<file path="src/rtl/spi_flash_shifter.sv">
// Byte-level mode-0 SPI master for the configuration flash.
// Shifts one byte per request and optionally releases chip select afterwards.
module spi_flash_shifter #(
    parameter int CLK_DIV = 2
) (
    input  logic       clk,
    input  logic       rst,
    input  logic       req_valid,
    output logic       req_ready,
    input  logic [7:0] req_data,
    input  logic       req_last,
    output logic       resp_valid,
    output logic [7:0] resp_data,
    output logic       sck_o,
    output logic       sck_t,
    output logic       cs_n,
    output logic       mosi,
    input  logic       miso
);

    localparam int DIV_W = $clog2(CLK_DIV + 1);

    typedef enum logic [2:0] {
        IDLE,
        SELECTED,
        SHIFT,
        CS_HOLD,
        CS_GAP
    } state_t;

    state_t           state_q, state_d;
    logic [DIV_W-1:0] div_q, div_d;
    logic [2:0]       bit_cnt_q, bit_cnt_d;
    logic             done_q, done_d;
    logic [7:0]       tx_q, tx_d;
    logic [7:0]       rx_q, rx_d;
    logic             last_q, last_d;
    logic             req_ready_q, req_ready_d;
    logic             resp_valid_q, resp_valid_d;
    logic [7:0]       resp_data_q, resp_data_d;
    logic             sck_o_q, sck_o_d;
    logic             sck_t_q, sck_t_d;
    logic             cs_n_q, cs_n_d;
    logic             mosi_q, mosi_d;

    logic div_wrap;
    logic accept;

    assign div_wrap = (div_q == DIV_W'(CLK_DIV - 1));
    assign accept   = req_valid && req_ready_q;

    always_comb begin
        state_d      = state_q;
        div_d        = div_q;
        bit_cnt_d    = bit_cnt_q;
        done_d       = 1'b0;
        tx_d         = tx_q;
        rx_d         = rx_q;
        last_d       = last_q;
        req_ready_d  = req_ready_q;
        resp_valid_d = 1'b0;
        resp_data_d  = resp_data_q;
        sck_o_d      = sck_o_q;
        sck_t_d      = sck_t_q;
        cs_n_d       = cs_n_q;
        mosi_d       = mosi_q;

        case (state_q)
            IDLE, SELECTED: begin
                if (accept) begin
                    state_d     = SHIFT;
                    tx_d        = req_data;
                    last_d      = req_last;
                    cs_n_d      = 1'b0;
                    sck_t_d     = 1'b0;
                    sck_o_d     = 1'b0;
                    mosi_d      = req_data[7];
                    div_d       = '0;
                    bit_cnt_d   = 3'd0;
                    req_ready_d = 1'b0;
                end else begin
                    req_ready_d = 1'b1;
                    if (state_q == IDLE) begin
                        cs_n_d  = 1'b1;
                        sck_t_d = 1'b1;
                    end
                end
            end

            // Rising SCK samples miso; falling SCK advances mosi or completes the byte.
            SHIFT: begin
                if (div_wrap) begin
                    div_d   = '0;
                    sck_o_d = ~sck_o_q;
                    if (!sck_o_q) begin
                        rx_d = {rx_q[6:0], miso};
                    end else if (bit_cnt_q == 3'd7) begin
                        done_d       = 1'b1;
                        resp_valid_d = 1'b1;
                        resp_data_d  = rx_q;
                        div_d        = '0;
                        if (last_q) begin
                            state_d     = CS_HOLD;
                            req_ready_d = 1'b0;
                        end else begin
                            state_d     = SELECTED;
                            req_ready_d = 1'b1;
                        end
                    end else begin
                        mosi_d    = tx_q[3'd6 - bit_cnt_q];
                        bit_cnt_d = bit_cnt_q + 3'd1;
                    end
                end else begin
                    div_d = div_q + DIV_W'(1);
                end
            end

            CS_HOLD: begin
                if (div_wrap) begin
                    state_d = CS_GAP;
                    div_d   = '0;
                    cs_n_d  = 1'b1;
                    sck_t_d = 1'b1;
                end else begin
                    div_d = div_q + DIV_W'(1);
                end
            end

            CS_GAP: begin
                if (div_wrap) begin
                    state_d     = IDLE;
                    div_d       = '0;
                    req_ready_d = 1'b1;
                end else begin
                    div_d = div_q + DIV_W'(1);
                end
            end

            default: begin
                state_d = IDLE;
            end
        endcase
    end

    always_ff @(posedge clk or posedge rst) begin
        if (rst) begin
            state_q      <= IDLE;
            div_q        <= '0;
            bit_cnt_q    <= 3'd0;
            done_q       <= 1'b0;
            tx_q         <= 8'h00;
            rx_q         <= 8'h00;
            last_q       <= 1'b0;
            req_ready_q  <= 1'b0;
            resp_valid_q <= 1'b0;
            resp_data_q  <= 8'h00;
            sck_o_q      <= 1'b0;
            sck_t_q      <= 1'b1;
            cs_n_q       <= 1'b1;
            mosi_q       <= 1'b0;
        end else begin
            state_q      <= state_d;
            div_q        <= div_d;
            bit_cnt_q    <= bit_cnt_d;
            done_q       <= done_d;
            tx_q         <= tx_d;
            rx_q         <= rx_d;
            last_q       <= last_d;
            req_ready_q  <= req_ready_d;
            resp_valid_q <= resp_valid_d;
            resp_data_q  <= resp_data_d;
            sck_o_q      <= sck_o_d;
            sck_t_q      <= sck_t_d;
            cs_n_q       <= cs_n_d;
            mosi_q       <= mosi_d;
        end
    end

    assign req_ready  = req_ready_q;
    assign resp_valid = resp_valid_q && done_q;
    assign resp_data  = resp_data_q;
    assign sck_o      = sck_o_q;
    assign sck_t      = sck_t_q;
    assign cs_n       = cs_n_q;
    assign mosi       = mosi_q;

endmodule

</file>
<file path="config.mk">
export PLATFORM = sky130hd
export DESIGN_NAME = spi_flash_shifter
export DESIGN_NICKNAME = d
export VERILOG_FILES = /design/src/rtl/spi_flash_shifter.sv
export SDC_FILE = /design/constraint.sdc
export NUM_CORES = 1
export LEC_CHECK = 0
export ABC_AREA = 1
export BUFFER_PORTS_ARGS = -buffer_cell sky130_fd_sc_hd__clkbuf_2
export CORE_ASPECT_RATIO = 1.1
export CORE_MARGIN = 2
export CORE_UTILIZATION = 55
export DETAILED_ROUTE_END_ITERATION = 8
export GPL_TIMING_DRIVEN = 0
export MAX_ROUTING_LAYER = met4
export PLACE_DENSITY_LB_ADDON = 0.12
export SETUP_SLACK_MARGIN = 0.1
export SLEW_MARGIN = 20
export SYNTH_ARGS = -nofsm -noshare
export SYNTH_HDL_FRONTEND = slang
export SYNTH_SLANG_ARGS = --single-unit
</file>
<file path="constraint.sdc">
create_clock -name clk -period 2.1 [get_ports clk]
set_input_delay 0.105 -clock clk [delete_from_list [all_inputs] [get_ports clk]]
set_output_delay 0.105 -clock clk [all_outputs]
set_load 0.01 [all_outputs]
</file>
---- Word level (Yosys, flattened, before mapping) ----
Index checks and enable logic that the tools add are counted.
word-level totals
  register bits after elaboration ......... 38
  output and inout bits ................... 14
  latch bits .............................. 0
  memories kept ........................... 0
  input bits .............................. 13
  logic and storage cells ................. 88
  memory bits (read-only) ................. 0
  memory bits (writable) .................. 0
cells by class
  bitwise gates (word level) .............. 1
  add/sub/neg operators ................... 3
  reduce and logical (&&, ||, !) cells .... 17
  muxes and demuxes ....................... 40
  shift-type cells ........................ 0
  eq/ne operators ......................... 14
  $lt $le $gt $ge ......................... 1
  div/mod/pow operators ................... 0
  $mul .................................... 0
operators by type and width
  cell                   number
  $mux W3                10
  $mux W1                19
  $ne A2 B2 Y1 const B   7
  $pmux W3 S4            1
  $reduce_and A5 Y1      2
  $reduce_and A3 Y1      3
  $eq A3 B2 Y1 const B   2
  $eq A3 B3 Y1 const B   2
  $mux W2                3
  $pmux W1 S2            3
  $pmux W3 S2            1
  $reduce_and A6 Y1      1
  $reduce_bool A2 Y1     3
  $lt A3 B4 Y1 const B   1
  $pmux W2 S2            1
  $reduce_and A2 Y1      2
  $reduce_and A4 Y1      1
  $add A3 B1 Y3 const B  1
  $bmux W1 S3            1
  $eq A3 B1 Y1 const B   1
  $logic_not A3 Y1       1
  $ne A3 B3 Y1 const B   1
  $pmux W1 S3            1
  $reduce_bool A3 Y1     1
  7 further kinds        7

---- Depth between registers and ports, before layout ----
Gate-level depths: netlist of the first run.
  depth after elaboration ................. 7
  depth in mapped cells ................... 10
  mapped depth without buffers ............ 9

---- Worst setup path before layout of the first run ----
No wires, ideal clock.
  path kind ............................... reg-to-reg
  start point ............................. reg bit_cnt_q[0]
  end point ............................... reg mosi_q, in the netlist mosi
  arrival time ............................ 1.369 ns
  required time ........................... 1.981 ns
  slack ................................... 0.612 ns
  path buffers ............................ 0
  stages on the path, launching flop included .. 9
  setup time .............................. 0.119 ns
  period minus slack after synthesis ...... 1.488 ns
  cells stage by stage .................... dfrtp_1 > ha_1 > ha_1 > nand3_1 > nand2_1 > nor2_1 > nand3_1 > nor2_1 > nor2_1
between the ends
  longest elaborated chain between the ends .. 7
  elaborated cells on any way between the ends .. 10
RTL lines
  what                           line  RTL
  start: declaration             33    logic [2:0] bit_cnt_q, bit_cnt_d;
  start signal: assignment       164   bit_cnt_q <= bit_cnt_d;
  $sub A3 B3 Y3                  110   mosi_d = tx_q[3'd6 - bit_cnt_q];
  $bmux W1 S3                    110
  $mux W1 (not written as such)  110
  $mux W1                        97    end else if (bit_cnt_q == 3'd7) begin
  $mux W1                        95    if (!sck_o_q) begin
  $mux W1                        92    if (div_wrap) begin
  $pmux W1 S2                    68    case (state_q)
  end signal: assignment         175   mosi_q <= mosi_d;
  end: declaration               44    logic mosi_q, mosi_d;
Several ways; a longest one is shown, not always the timed one. The select of a mux whose other input is x is not followed.
A chain may end at the register's enable or synchronous reset.

---- Worst setup path in the final report of the first run ----
  start point ............................. reg bit_cnt_q[0]
  end point ............................... reg bit_cnt_q[2]
between the ends
  longest elaborated chain between the ends .. 5
  elaborated cells on any way between the ends .. 8
RTL lines
  what           line  RTL
  $add A3 B1 Y3  111   bit_cnt_d = bit_cnt_q + 3'd1;
  $mux W3        97
  $mux W3        95
  $mux W3        92
  $pmux W3 S2    68
Several ways; a longest one is shown, not always the timed one. The select of a mux whose other input is x is not followed.

==> results of run 1 <==
placed cells by master, fill, tap and decap left out, drive strengths merged:
cell	netlist	final
nand2	76	76
dfrtp	37	37
clkbuf	0	32
inv	28	28
o21ai	22	22
nor2	18	18
nand3	12	12
dlygate4sd3	0	11
a21oi	8	8
buf	5	6
ha	3	3
nand4	1	1
nand3b	1	1
o21bai	1	1
and2	1	1
xor2	1	1
clkinvlp	0	1
clkinv	0	1
dfstp	1	1
cell families after synthesis:
family	count (synthesis)	synth area share
simple gates	109	0.260
flops	38	0.513
buf+inv	33	0.0849
compound gates	31	0.117
fa+ha+maj	3	0.0202
xor+xnor	1	0.00472
layout make-up:
class                   count  area [um^2]  area share
flip-flops and latches     38          952       0.426
multi-input cells         144          747       0.334
repair buffers             38          268       0.120
inverters                  28          105      0.0471
plain buffers               5         52.6      0.0235
clock buffers               6         51.3      0.0230
well taps                  36         45.0      0.0202
clock inverters             2         12.5     0.00560
state kept, by name, summed over array words and instances, names as in the netlist, 2 cells and up:
name	count
rx_q	8
tx_q	8
bit_cnt_q	3
state_q	3
div_q	2
resp_data	8
power by group through the flow:
stage / logic, mW / clock network [mW] / registers, mW
5_1_grt: 1.34 / 0.447 / 1.14
2_1_floorplan: 0.906 / 0 / 1.11
4_1_cts: 1.18 / 0.417 / 1.11
6_report: 1.16 / 0.399 / 1.11
3_5_place_dp: 1.16 / 0 / 1.12
3_3_place_gp: 1.13 / 0 / 1.11
critical path, cell delays in order, from the launching register on:
cell,delay [ps]
dfrtp_1,480
ha_1,230
ha_1,240
nand3_1,100
nand2_1,50
nor2_1,170
nand2_1,130
nand2_1,90
nand2_1,50
per-stage QoR:
stage	power [mW]	setup WS, ps
after CTS	2.71	430
after global placement	2.25	464
after global routing	2.93	284
after floorplan	2.01	612
final	2.67	440
after detailed placement	2.28	464
metal layers:
layer	wire length, um	part of all wire
met1	1490	0.45
met2	1690	0.51
met3	93	0.028
met4	66	0.020
met5	0	0
path summary, 6_finish.rpt:
kind | from | to | slack [ps] | depth (start not counted)
max | bit_cnt_q[0] | bit_cnt_q[2] | 440 | 8
min in group asynchronous | rst | tx_q[0] | 260 | 3
max reg2reg | bit_cnt_q[0] | bit_cnt_q[2] | 440 | 8
min reg2reg | cs_n | cs_n | 480 | 2
max in group asynchronous | rst | state_q[2] | 1410 | 4
min | req_valid | tx_q[2] | 210 | 5
synth_stat cells (2+ instances only):
cell type	instances	share of area
nand2_1	73	0.15
dfrtp_1	37	0.50
inv_1	27	0.055
nor2_1	15	0.030
o21ai_2	15	0.071
nand3_1	12	0.032
a21oi_1	7	0.019
o21ai_0	6	0.016
buf_6	4	0.024
ha_1	3	0.020
nor2_4	3	0.018
nand2_2	2	0.0067
==> out/qor.txt, run 1 <==
Status: complete, no violations
Skew-Pair Late Insertion Delay: 340 ps
Peak supply drop: 0.622 mV
Switch share: 0.415
Final-layout fill cell count: 274
Post-CTS Setup Bufs: 0
H-tree depth: 2
Cells after DPL: 278
Chip Width: 59.4 um
Final Cycle Share: 0.791
Hold Path Class: in2reg
Initial antenna violation count: 0
# IOs: 27
Final setup viols: 0
Via-to-Cell Ratio: 4.90
Final Hold Vio Count: 0
Int Power: 1.56 mW
Met1 usage: 0.231
CTS max path bufs: 2
Placement Cell Area: 2060 um^2
CP required: 2350 ps
Final min period: 1660 ps
Avg WL per Cell: 11.2 um
Number of flops mapped to enable cells by yosys: 0
Sw Pwr: 1.11 mW
Least-Margin Pin Slew: 361 ps
IO buf count: 26
Post-Layout Cell Count: 297
Overall Global Routing Usage: 0.204
Clock power share: 0.150
GRT Max-Usage Layer: met2
Drt pass-1 iters: 4
Synth cell types: 23
Startpoint type of the worst setup path: flip-flop
Half-perimeter wire length after placement: 2370 um
Cells after Synth: 215
Post-synthesis register bit count: 38
Die area: 3860 um^2
Ys flop type: dfrtp_1
Leakage: 1.21 nW
Hold buffers post-CTS: 11
CTS Sinks: 38
DRC violation count after routing: 0
Syn nets: 231
FFs w/ async S/R, synth: 1.00
Core Footprint: 3280 um^2
Final #Nets: 276
Slew Limit Fails: 0
Design Area, Final: 2230 um^2
Final GP Congestion: 0.754
Grt total ovfl: 0
Mapped Avg Cell Area: 8.64 um^2
Worst-case clock skew: 8.32 ps
Layout cell share with drive strength beyond 1: 0.253
CP Capture Type: flip-flop
Slew HR: 0.759
Final ANT Viol Nets: 0
Number of max-cap violations: 0
Gate power share: 0.435
Synth warn: 0
Sequential group share of total power: 0.415
Reg clk slew, reported paths: 110 ps
Starting DRC count in detailed routing: 69
Root Driver: clkbuf_4
CTS Buf Count: 5
Met3 Use GR: 0.0419
Starting density of the core: 0.567
Largest net degree at the start of global routing: 25
Ant diodes: 0
Routing usage on met2: 0.341
RSZ-0062 raised after global routing: false
P&R area growth vs syn: 20.3%
Die Y: 64.9 um
CTS tree: done
Via count: 1455
Post-Syn Area: 1860 um^2
Post-layout util: 0.682
Post-cts sizing count: 0
FMAX: 602 MHz
First-pass GRT wire length: 5720 um
Vias in the first global route: 1357
Critical Path Fanout Max: 8
Row Count: 22
Fin Hold WS: 211 ps
Crit Path Category: reg2reg
Arrival time worst endpoint: 1910 ps
PwrDens: 1200 nW/um^2
Final wirelength: 3330 um
Setup_tns: 0 ps
Register area share after synthesis: 0.513
(Power assumes the default switching activity.)
==> run 2: changes to the inputs <==
Clock period 2.1 ns to 1.7 ns, I/O delays scaled along.
==> out/qor.txt, run 2 (synthesized netlist as in run 1, its figures left out) <==
Final setup viols: 0 (unchanged)
Placement Cell Area: 2060 um^2 (unchanged)
Grt total ovfl: 0 (unchanged)
Number of max-cap violations: 0 (unchanged)
Design Area, Final: 2250 um^2 (+0.95%)
CP Capture Type: flip-flop
Fin Hold WS: 188 ps (-23.3 ps)
Least-Margin Pin Slew: 361 ps (-0.419 ps)
Worst-case clock skew: 8.36 ps (+0.0383 ps)
Core Footprint: 3280 um^2 (unchanged)
Row Count: 22 (unchanged)
Starting DRC count in detailed routing: 68 (-1.4%)
Slew HR: 0.759 (about the same)
Final #Nets: 278 (+0.72%)
Avg WL per Cell: 11.3 um (+0.29%)
Via count: 1455 (unchanged)
Post-layout util: 0.688 (+0.00649)
Overall Global Routing Usage: 0.205 (+0.000849)
Worst Slack Setup Final: 225 ps (-215 ps)
Hold Path Class: in2reg
P&R area growth vs syn: 21.4%
Final-layout fill cell count: 274 (unchanged)
RSZ-0062 raised after global routing: false
FMAX: 678 MHz (+13%)
CTS max path bufs: 2 (unchanged)
CP required: 1950 ps (-400 ps)
# IOs: 27 (unchanged)
H-tree depth: 2 (unchanged)
Skew-Pair Late Insertion Delay: 350 ps (about the same)
Critical Path Fanout Max: 4 (-4)
Chip Width: 59.4 um (unchanged)
Die area: 3860 um^2 (unchanged)
Final ANT Viol Nets: 0 (unchanged)
Commonest non-fill, non-tap cell in the layout: nand2_1
Initial antenna violation count: 0 (unchanged)
CTS Sinks: 38 (unchanged)
Via-to-Cell Ratio: 4.87 (-0.67%)
Min-Delay Path Depth: 5 (unchanged)
Crit Path Category: reg2reg
DRC violation count after routing: 0 (unchanged)
Ant diodes: 0 (unchanged)
Vias in the first global route: 1363 (+0.44%)
Reg clk slew, reported paths: 110 ps (about the same)
Place WS: 64.4 ps (-400 ps)
CTS Buf Count: 5 (unchanged)
Peak supply drop: 0.774 mV (+24%)
Root Driver: clkbuf_4
Setup_tns: 0 ps (unchanged)
Final wirelength: 3360 um (+0.96%)
Starting density of the core: 0.567 (unchanged)
IO buf count: 26 (unchanged)
Cells after DPL: 278 (unchanged)
Arrival time worst endpoint: 1730 ps (-180 ps)
CTS tree: done
Status: complete, no violations
First-pass GRT wire length: 5750 um (+0.47%)
Layout cell share with drive strength beyond 1: 0.270 (+0.0171)
Die Y: 64.9 um (unchanged)
Final Cycle Share: 0.868 (+0.0772)
R2r worst-path depth: 8 (unchanged)
Leakage: 1.21 nW (+0.51%)
Drt pass-1 iters: 4 (unchanged)
Final Hold Vio Count: 0 (unchanged)
Largest net degree at the start of global routing: 25 (unchanged)
Final GP Congestion: 0.754 (unchanged)
Slew Limit Fails: 0 (unchanged)
Final min period: 1480 ps (-185 ps)
Most frequent cells in the layout: nand2_1 (73), dfrtp_1 (36), inv_1 (26), clkbuf_2 (26), o21ai_2 (15)
Startpoint type of the worst setup path: flip-flop
Post-Layout Cell Count: 299 (+0.67%)
Total power: 3.34 mW (+25%)
PwrDens: 1480 nW/um^2 (+24%)
Half-perimeter wire length after placement: 2370 um (unchanged)
run 2: per-layer routing:
layer / track usage / vias up / share of wire
met5: - / - / 0
met4: 0.0938 / 0 / 0.019
met3: 0.0419 / 8 / 0.026
met2: 0.342 / 22 / 0.51
met1: 0.233 / 662 / 0.45
li1: - / 763 / -
run 2: where the power goes:
part | leakage [nW] | internal, mW | total, mW | switching (mW)
Sequential | 0.491 | 1.19 | 1.36 | 0.165
Clock | 0.0343 | 0.199 | 0.495 | 0.297
Combinational | 0.686 | 0.561 | 1.48 | 0.923
run 2: critical path, stage by stage, from the launching register on:
cell     delay [ps]
dfrtp_2         420
ha_1            200
ha_2            200
nand3_1          80
nand2_1          60
nor2_2          150
nand2_1         120
nand2_1          90
nand2_1          50
run 2: area by class of cell:
class / count / area [um^2] / area share
plain buffers: 5 / 52.6 / 0.0233
clock buffers: 6 / 51.3 / 0.0228
clock inverters: 2 / 12.5 / 0.00555
inverters: 28 / 105 / 0.0466
multi-input cells: 144 / 752 / 0.334
flip-flops and latches: 38 / 953 / 0.423
well taps: 36 / 45.0 / 0.0200
repair buffers: 40 / 283 / 0.125
run 2: timing repair:
item                       4_1_cts  5_1_grt
buffers inserted                 1        1
gates resized for setup          1        2
hold endpoints to repair        48        0
hold buffers                    11        0
gates cloned                     0        0
setup endpoints to repair        8        8
run 2: final timing paths:
kind | start | end | slack [ps]
hold / removal | req_valid | tx_q[2] | 190
min in group asynchronous | rst | tx_q[0] | 230
setup / recovery | bit_cnt_q[0] | bit_cnt_q[2] | 220
max in group asynchronous | rst | state_q[2] | 1030
hold reg to reg | cs_n | cs_n | 480
setup reg to reg | bit_cnt_q[0] | bit_cnt_q[2] | 220
==> run 3: changes to the inputs <==
--- a/config.mk
+++ b/config.mk
@@ -11,3 +11,3 @@
 export CORE_MARGIN = 2
-export CORE_UTILIZATION = 55
+export CORE_UTILIZATION = 50
 export DETAILED_ROUTE_END_ITERATION = 8
==> constraint.sdc (replaced) <==
create_clock -name clk -period 1.3 [get_ports clk]
set_input_delay 0.065 -clock clk [delete_from_list [all_inputs] [get_ports clk]]
set_output_delay 0.065 -clock clk [all_outputs]
set_load 0.005 [all_outputs]
==> out/qor.txt, run 3 (synthesized netlist as in run 1, its figures left out) <==
Final #Nets: 291 (+4.7%)
Placement Cell Area: 2100 um^2 (+2.0%)
CTS Buf Count: 5 (unchanged)
Layout cell share with drive strength beyond 1: 0.489 (+0.219)
Root Driver: clkbuf_8
CP endpoint: resp_data[7]
DRC violation count after routing: 0 (unchanged)
Status: complete, but fails checks
CTS max path bufs: 2 (unchanged)
Slew Limit Fails: 0 (unchanged)
Core Footprint: 3600 um^2 (+9.8%)
Vias in the first global route: 1470 (+7.9%)
Final Hold Vio Count: 0 (unchanged)
Via-to-Cell Ratio: 4.74 (-2.6%)
Skew-Pair Late Insertion Delay: 300 ps (-50 ps)
Leakage: 1.36 nW (+13%)
Arrival time worst endpoint: 1580 ps (-150 ps)
H-tree depth: 2 (unchanged)
CTS tree: done
Chip Width: 62.1 um (+4.6%)
Design Area, Final: 2700 um^2 (+20%)
Final setup viols: 25 (+25)
Crit Path Category: reg2reg
FMAX: 721 MHz (+6.3%)
Startpoint type of the worst setup path: flip-flop
Number of max-cap violations: 0 (unchanged)
Final-layout fill cell count: 251 (-8.4%)
Drt pass-1 iters: 4 (unchanged)
PwrDens: 2150 nW/um^2 (+45%)
CP Capture Type: flip-flop
R2r worst-path depth: 8 (unchanged)
Worst r2r src: bit_cnt_q[1]
Hold Path Class: in2reg
Starting DRC count in detailed routing: 60 (-12%)
Worst Slack Setup Final: -87.8 ps (-313 ps)
Row Count: 23 (+4.5%)
Die Y: 67.9 um (+4.6%)
Most frequent cells in the layout: nand2_1 (53), dfrtp_1 (34), clkbuf_2 (26)
FF-to-FF End: resp_data[7]
Slew HR: 0.782 (+0.0228)
Overall Global Routing Usage: 0.213 (+0.00778)
Place WS: -223 ps (-287 ps)
Via count: 1545 (+6.2%)
RSZ-0062 raised after global routing: true
Grt total ovfl: 0 (unchanged)
First-pass GRT wire length: 6680 um (+16%)
Starting density of the core: 0.516 (-0.0507)
Violated checks: negative setup slack
Reg clk slew, reported paths: 80 ps (-30 ps)
# IOs: 27 (unchanged)
Critical Path Source: bit_cnt_q[1]
Worst R2R Setup Slack: -90 ps (-310 ps)
Final wirelength: 4210 um (+25%)
Peak supply drop: 1.22 mV (+57%)
Half-perimeter wire length after placement: 2510 um (+6.1%)
Final ANT Viol Nets: 0 (unchanged)
Min-Delay Path Depth: 3 (-2)
Final Cycle Share: 1.07 (+0.200)
Commonest non-fill, non-tap cell in the layout: nand2_1
Ant diodes: 0 (unchanged)
Critical Path Fanout Max: 4 (unchanged)
Least-Margin Pin Slew: 326 ps (-34.2 ps)
Worst-case clock skew: 4.15 ps (-4.20 ps)
IO buf count: 26 (unchanged)
P&R area growth vs syn: 45.3%
Post-layout util: 0.750 (+0.0616)
Avg WL per Cell: 12.9 um (+15%)
Initial antenna violation count: 0 (unchanged)
CP required: 1490 ps (-460 ps)
Final GP Congestion: 0.814 (+8.0%)
CTS Sinks: 38 (unchanged)
Die area: 4220 um^2 (+9.3%)
Total power: 5.81 mW (+74%)
Largest net degree at the start of global routing: 26 (+4.0%)
Final min period: 1390 ps (-87.4 ps)
run 3: changes by cell type in the layout (fill, tap and decap cells not counted), sizes merged:
cell         previous run  this run
buf                     8        22
bufinv                  0         2
dlygate4sd3            11         9
clkbuf                 32        33
clkinv                  1         0
clkinvlp                1         0
run 3: worst max-delay path, cell delays in order (launching register included):
cell and delay (ps):
dfrtp_1 440, ha_4 190, ha_4 170, buf_4 140, nand4_4 80, buf_6 120
inv_1 40, nand2_1 60, nand2_1 50
run 3: report_power, final:
group          switching [mW]  internal (mW)
Clock                   0.452          0.819
Sequential              0.258           1.56
Combinational            1.56           1.16
run 3: through the flow:
stage                     hold slack, ps  TNS, ps  std cells
after floorplan                      182     -311        215
after global placement               274    -7630        291
after detailed placement            25.4    -2820        292
after CTS                           3.22    -1010        316
after global routing                7.68    -3050        326
final                               3.39    -1030        326
run 3: per-layer routing:
layer	track usage	up-vias	share of wire
li1	-	785	-
met1	0.257	733	0.44
met2	0.355	21	0.52
met3	0.0444	6	0.027
met4	0.0917	0	0.014
met5	-	-	0
run 3: final cells by class:
cell class                 instances  area (um^2)  area share
buffer                             5         65.1      0.0241
inverter                          28          113      0.0417
clock inverter                     2         60.1      0.0223
clock buffer                       6         82.6      0.0306
timing repair buffer              53          415       0.154
multi-input combinational        144          943       0.350
tap                               50         62.6      0.0232
sequential                        38          956       0.354
run 3: worst min path at each step:
stage                      startpoint  endpoint  slack [ps]
after detailed placement          rst   tx_q[5]          30
after floorplan           req_data[0]   tx_q[0]         180
final                     req_data[7]   tx_q[7]           3
after global placement    req_data[3]   tx_q[3]         270
after global routing             miso   rx_q[0]           8
after CTS                 req_data[7]   tx_q[7]           3
run 3: what timing repair did:
item                                    in CTS  in global routing
buffers inserted                             6                  9
hold buffers                                 9                  0
gates resized for setup                     35                 36
endpoints found under the hold margin       21                  0
gates cloned                                 1                  1
endpoints found under the setup margin      38                 38
pin swaps                                   19                 23
